===== src/rtl/pattern_matcher_pkg.sv =====
// Shared types and defaults for the windowed sync-pattern matcher.
package pattern_matcher_pkg;

    localparam int DW_DEF   = 8;
    localparam int PLEN_DEF = 2;
    localparam int LW_DEF   = 8;

    typedef enum logic {
        HUNT    = 1'b0,
        CAPTURE = 1'b1
    } pm_state_e;

    // Word 0 is the first word expected on the bus, i.e. the top slice of pat.
    function automatic logic [DW_DEF-1:0] word_at(input logic [PLEN_DEF*DW_DEF-1:0] pat,
                                                   input int unsigned i);
        return pat[(PLEN_DEF-1-i)*DW_DEF +: DW_DEF];
    endfunction

endpackage


===== src/rtl/pm_shift_window.sv =====
// Sliding window of the last PLEN valid words (PLEN-1 stored plus the live DBUS word)
// with fill qualification; PATTERN_MASK_EN adds a per-bit don't-care mask to the compare.
import pattern_matcher_pkg::*;

module pm_shift_window #(
    parameter int DW   = DW_DEF,
    parameter int PLEN = PLEN_DEF
) (
    input  logic                 clk_i,
    input  logic                 rst_n_i,
    input  logic                 dvalid_i,
    input  logic [DW-1:0]        dbus_i,
    input  logic [PLEN*DW-1:0]   pat_i,
`ifdef PATTERN_MASK_EN
    input  logic [PLEN*DW-1:0]   pat_mask_i,
`endif
    input  logic                 clear_i,
    output logic                 hit_o
);

    logic [PLEN*DW-1:0] cand;
    logic               fill_ok;

    generate
        if (PLEN > 1) begin : g_multi
            localparam int FW = (PLEN > 2) ? $clog2(PLEN) : 1;
            localparam logic [FW-1:0] FILL_MAX = FW'(PLEN - 1);

            logic [(PLEN-1)*DW-1:0] hist_q, hist_d;
            logic [FW-1:0]          fill_q, fill_d;

            assign cand    = {hist_q, dbus_i};
            assign fill_ok = (fill_q == FILL_MAX);

            always_comb begin
                hist_d = hist_q;
                fill_d = fill_q;
                if (clear_i) begin
                    hist_d = '0;
                    fill_d = '0;
                end else if (dvalid_i) begin
                    hist_d = cand[(PLEN-1)*DW-1:0];
                    if (fill_q != FILL_MAX) begin
                        fill_d = fill_q + 1'b1;
                    end
                end
            end

            always_ff @(posedge clk_i) begin
                if (!rst_n_i) begin
                    hist_q <= '0;
                    fill_q <= '0;
                end else begin
                    hist_q <= hist_d;
                    fill_q <= fill_d;
                end
            end
        end else begin : g_single
            assign cand    = dbus_i;
            assign fill_ok = 1'b1;
        end
    endgenerate

`ifdef PATTERN_MASK_EN
    assign hit_o = fill_ok && (((cand ^ pat_i) & pat_mask_i) == '0);
`else
    assign hit_o = fill_ok && (cand == pat_i);
`endif

endmodule


===== src/rtl/pattern_matcher_window.sv =====
// Hunts for a PLEN-word sync pattern, then raises WREN for PAYLOAD_LEN valid words.
// Define PATTERN_MASK_EN to add the PAT_MASK don't-care input.
import pattern_matcher_pkg::*;

module pattern_matcher_window #(
    parameter int DW   = DW_DEF,
    parameter int PLEN = PLEN_DEF,
    parameter int LW   = LW_DEF
) (
    input  logic                 CLK,
    input  logic                 RST,
    input  logic [DW-1:0]        DBUS,
    input  logic                 DVALID,
    input  logic [PLEN*DW-1:0]   PAT,
    input  logic [LW-1:0]        PAYLOAD_LEN,
`ifdef PATTERN_MASK_EN
    input  logic [PLEN*DW-1:0]   PAT_MASK,
`endif
    output logic                 WREN,
    output logic                 MATCH,
    output logic                 BUSY,
    output logic [LW-1:0]        PCOUNT
);

    pm_state_e     state_q, state_d;
    logic          match_q, match_d;
    logic [LW-1:0] pcount_q, pcount_d;
    logic          win_clear;
    logic          hit;

    pm_shift_window #(
        .DW   (DW),
        .PLEN (PLEN)
    ) u_window (
        .clk_i      (CLK),
        .rst_n_i    (RST),
        .dvalid_i   (DVALID),
        .dbus_i     (DBUS),
        .pat_i      (PAT),
`ifdef PATTERN_MASK_EN
        .pat_mask_i (PAT_MASK),
`endif
        .clear_i    (win_clear),
        .hit_o      (hit)
    );

    always_comb begin
        state_d   = state_q;
        match_d   = 1'b0;
        pcount_d  = pcount_q;
        win_clear = 1'b0;
        case (state_q)
            HUNT: begin
                if (DVALID && hit) begin
                    match_d  = 1'b1;
                    pcount_d = PAYLOAD_LEN;
                    if (PAYLOAD_LEN != '0) begin
                        state_d = CAPTURE;
                    end
                end
            end
            CAPTURE: begin
                // Payload words are data only; the window fills but its hit is ignored here.
                if (DVALID) begin
                    pcount_d = pcount_q - 1'b1;
                    if (pcount_q == LW'(1)) begin
                        state_d   = HUNT;
                        win_clear = 1'b1;
                    end
                end
            end
            default: state_d = HUNT;
        endcase
    end

    always_ff @(posedge CLK) begin
        if (!RST) begin
            state_q  <= HUNT;
            match_q  <= 1'b0;
            pcount_q <= '0;
        end else begin
            state_q  <= state_d;
            match_q  <= match_d;
            pcount_q <= pcount_d;
        end
    end

    assign BUSY   = (state_q == CAPTURE);
    assign WREN   = BUSY & DVALID;
    assign MATCH  = match_q;
    assign PCOUNT = pcount_q;

endmodule


===== config.mk =====
export PLATFORM = sky130hd
export DESIGN_NAME = pattern_matcher_window
export DESIGN_NICKNAME = d
export VERILOG_FILES = /design/src/rtl/pattern_matcher_pkg.sv /design/src/rtl/pm_shift_window.sv /design/src/rtl/pattern_matcher_window.sv
export SDC_FILE = /design/constraint.sdc
export NUM_CORES = 1
export LEC_CHECK = 0
export CORE_MARGIN = 1.5
export CORE_UTILIZATION = 30
export DETAILED_ROUTE_END_ITERATION = 8
export SKIP_LAST_GASP = 1
export SLEW_MARGIN = 20
export SYNTH_ARGS = -nofsm -noshare
export SYNTH_HDL_FRONTEND = slang
export SYNTH_SLANG_ARGS = --single-unit

===== constraint.sdc =====
create_clock -name CLK -period 2.05 [get_ports CLK]
set_input_delay 0.41 -clock CLK [delete_from_list [all_inputs] [get_ports CLK]]
set_output_delay 0.41 -clock CLK [all_outputs]
set_load 0.03 [all_outputs]

==> After elaboration in Yosys (flattened, before gate mapping) <==
Cells that the tools add are included.
W data, S select, Z words.
{ "totals": {"ff_bits": 19, "out_inout_bits": 11, "word_cells": 33, "in_bits": 35} }
{ "classes": {"reduce_logical": 6, "bitwise_logic": 3, "n_mux": 13, "add_sub_neg": 2, "eq_ne": 4} }
{ "ops": {"columns": ["cell", "n"], "rows": [
  ["$eq A16 B16 Y1", 1],
  ["$mux W8", 2],
  ["$pmux W8 S2", 1],
  ["$mux W1", 9],
  ["$eq A8 B1 Y1 const B", 1],
  ["$reduce_bool A8 Y1", 1],
  ["$sub A8 B1 Y8 const B", 1],
  ["$ne A2 B2 Y1 const B", 2],
  ["$reduce_or A2 Y1", 2],
  ["$logic_and A1 B1 Y1", 2],
  ["$not A1 Y1", 2],
  ["$pmux W1 S2", 1],
  ["$reduce_and A2 Y1", 1],
  ["$add A1 B1 Y1 const B", 1],
  ["$and A1 B1 Y1", 1]
]} }

==> Longest topological paths before layout <==
{ "logic_depth": {"ltp_word": 5, "mapped_depth": 7, "mapped_depth_nobuf": 7} }

==> Modules after synthesis <==
Synthesis repeated with hierarchy kept, for this count alone.
{ "hier_totals": {"hier_cells": 128, "hier_area_um2": 1112.3} }
{ "modules_own_cells": {"columns": ["mod", "n_inst", "seq_area_each_um2", "area_per_inst_um2", "cells_per_inst"], "rows": [
  ["pattern_matcher_window", 1, 200.2, 618.1, 76],
  ["pm_shift_window", 1, 180.2, 494.2, 52]
]} }

==> Worst setup path after synthesis <==
OpenSTA, ideal clock, no wires.
{ "synth_timing": {"path_kind": "register to register", "start": "reg state_q (netlist: BUSY)", "end": "reg state_q (netlist: BUSY)", "slack_ps": 185, "path_buffers": 1, "stages_incl_launch_ff": 7, "synth_period_minus_slack_ps": 1865, "setup_ps": 137, "t_arrival_ps": 1728, "required_ps": 1913, "path_cell_list": "dfxtp_1 > clkbuf_1 > nand2_1 > inv_1 > nand3_1 > o21ai_1 > nor2_1"} }
{ "synth_between": {"elab_chain_len": 2} }
{ "synth_lines": {"columns": ["element", "line_no", "text"], "rows": [
  ["start, declared", "pattern_matcher_window.sv:25", "pm_state_e state_q, state_d;"],
  ["start signal, assigned", "pattern_matcher_window.sv:82", "state_q <= state_d;"],
  ["$not A1 Y1", null, null],
  ["$pmux W1 S2 (*)", "pattern_matcher_window.sv:52", "case (state_q)"]
]} }
Every way passes the cells marked *; elsewhere a longest branch is shown, timed or not.
A chain may end at the register's enable or synchronous reset.

==> Worst setup path after layout <==
{ "layout_timing": {"start": "in DBUS[4]", "end": "reg pcount_q[5] (netlist: PCOUNT[5])"} }
{ "layout_between": {"elab_chain_len": 5} }
{ "layout_lines": {"columns": ["element", "line_no", "text"], "rows": [
  ["start, declared", "pattern_matcher_window.sv:12", "input logic [DW-1:0] DBUS,"],
  ["$eq A16 B16 Y1", "pm_shift_window.sv:67", "assign hit_o = fill_ok && (cand == pat_i);"],
  ["$logic_and A1 B1 Y1", "pm_shift_window.sv:67", null],
  ["$logic_and A1 B1 Y1", "pattern_matcher_window.sv:54", "if (DVALID && hit) begin"],
  ["$ne A2 B2 Y1 (no source line)", null, null],
  ["$reduce_and A2 Y1 (no source line)", null, null],
  ["end signal, assigned", "pattern_matcher_window.sv:84", "pcount_q <= pcount_d;"],
  ["end, declared", "pattern_matcher_window.sv:27", "logic [LW-1:0] pcount_q, pcount_d;"]
]} }
No other way between the ends.

==> flow_metrics.tcl <==
set metrics [dict create \
    vdd_drop_max_mv 0.249 \
    busiest_layer "met2" \
    synth_most_common_cell "dfxtp_1" \
    crit_arrival_ps 1990 \
    use_met3 0.0260 \
    fin_nets 224 \
    grt_pass1_wl_um 5020 \
    dr.pass1.iters 4 \
    cellPowerDensity_nw_per_um2 465 \
    wl_um 3030 \
    path_clk_slew_ps 80 \
    start_kind "primary input" \
    hold_class "flop to flop" \
    via_per_inst 4.83 \
    seq_area_frac_synth 0.331 \
    ys_types 32 \
    max_slew_margin 0.754 \
    endpoint_kind "flop" \
    netlist.area_leader.share 0.331 \
    htree_levels 1 \
    ys_warn_count 0 \
    grt_usage 0.150 \
    grtUsageMet2 0.271 \
    finalPower_uw 803 \
    stdcell_count 234 \
    io_pins 46 \
    cts_buffers 3 \
    netlist_instances 136 \
    maxSlewViolCount 0 \
    cts_hold_buf 0 \
    dp.cells 230 \
    coreArea_sq_um 3660 \
    port_buffers 45 \
    dpl_worst_slack_ps -95.9 \
    yosysTopAreaCell "dfxtp_1" \
    gr-total-overflow 0 \
    synth_top_cells_by_count "dfxtp_1, nor2_1, mux2i_1" \
    cts.sinks 19 \
    first_global_vias 1133 \
    start_util 0.314 \
    timing.fmax_ghz 0.539 \
    rows 22 \
    synth.cell_area_sq_um 1150 \
    grt_start_max_net_pins 19 \
    postSynthAreaPerCell_sq_um 8.45 \
    cts_buffer_depth 2 \
    drive_above_1_share 0.0699 \
    cap_violations 0 \
    synthFlopType "dfxtp_1" \
    setup_viol 0 \
    outcome "completed" \
    final_antenna_net_count 0 \
    die_h_um 64.9 \
    antennaDiodeCount 0 \
    cp.required_ps 2180 \
    synth-edff-count 0 \
    rsz0062_at_grt "false" \
    finClkSkew_ps 4.35 \
    setup_tns_ps 0 \
    period_minus_slack_ps 1860 \
    period_share 0.906 \
    fin_ws_ps 194 \
    synth-seq-cells 19 \
    tightest_slew_ps 360 \
    worstPathMaxFanout 5 \
    drt_iter0_drc 72 \
    num_vias 1131 \
    areaGrowthSynthToFinish_pct 50.4 \
    gp_congestion 0.841 \
    cts_tree "yes" \
    leakagePower_nw 0.702 \
    die_area_sq_um 4210 \
    cts-root-buf "clkbuf_8" \
    antenna_found_initial 0 \
    ys_top_cells_by_area "dfxtp_1, mux2i_1, xnor2_1, xor2_1, nor2_1" \
    hold_violations 0 \
    cts_setup_buffers 0 \
    drc_errors 0 \
    ys_async_sr_fraction 0 \
    hpwlAfterDp_um 2460 \
    cts_resized 0 \
    clock_latency_ps 250 \
    wl_per_cell_um 12.9 \
    die_w_um 64.9 \
    syn_nets 173 \
    use_met1 0.181 \
    worstSetupPathType "primary input to flop" \
]
## final timing paths
kind / startpoint / to / slack, ps / cells after the start
worst max-delay path: DBUS[4] / PCOUNT[5]$_SDFFE_PN0P_ / 190 / 6
worst max register to register: PCOUNT[3]$_SDFFE_PN0P_ / PCOUNT[7]$_SDFFE_PN0P_ / 340 / 4
worst min register to register: u_window.fill_ok$_SDFFE_PP0P_ / u_window.fill_ok$_SDFFE_PP0P_ / 480 / 2
worst min-delay path: u_window.fill_ok$_SDFFE_PP0P_ / u_window.fill_ok$_SDFFE_PP0P_ / 480 / 2
## layer usage
metal	part of all wire	wire, um
met4	0.0046	14
met5	0	0
met2	0.47	1440
met3	0.074	223
met1	0.45	1350
## sequential cells by signal, indices dropped and copies added, names as in the netlist
name and flops:
MATCH 1, BUSY 1, u_window.g_multi.hist_q 8, PCOUNT 8, u_window.fill_ok 1
## report_power, final
group | internal (mW) | switching, mW
Clock | 0.135 | 0.129
Combinational | 0.0966 | 0.0555
Sequential | 0.380 | 0.00722
## kinds of logic (layout without fill, tap and decap cells)
family | after synthesis | count (layout) | share of synthesized area
buffers and inverters | 11 | 61 | 0.0370
AOI/OAI and AO/OA | 22 | 22 | 0.124
adders and majority gates | 2 | 2 | 0.0218
muxes | 14 | 14 | 0.122
and+or+nand+nor | 46 | 46 | 0.196
xor gates and xnor gates | 22 | 22 | 0.168
DFF | 19 | 19 | 0.331
## critical path, stage by stage
cell             delay [ps]
clkdlybuf4s50_1         440
xor2_1                  170
nor4_1                  340
and3b_1                 330
a21oi_2                 160
mux2i_1                 140
## through the flow
stage,cell area [sq um],hold WS (ps),utilization
after detailed placement,1680,465,0.459
after global placement,1680,457,0.459
after global routing,1730,530,0.472
after CTS,1730,479,0.472
after floorplan,1150,435,-
final,1730,476,0.472
## layout by cell type (no fill, tap or decap), types with 4 or more instances in the layout
cell,n
buf_4,7
clkdlybuf4s50_1,44
dfxtp_1,19
inv_1,6
mux2i_1,14
nand2_1,11
nand3_1,4
nor2_1,15
nor4_1,6
o21ai_0,7
xnor2_1,12
xor2_1,10
## final cells by class
| class | count | area [sq um] |
|---|---|---|
| Tap cell | 48 | 60.1 |
| Timing Repair Buffer | 51 | 493 |
| Clock inverter | 1 | 5.00 |
| Fill cell | 371 | 1930 |
| Clock buffer | 3 | 41.3 |
| Inverter | 6 | 22.5 |
| Sequential cell | 19 | 380 |
| Multi-Input combinational cell | 106 | 726 |
Note: power is estimated with default switching activity, not from simulation.
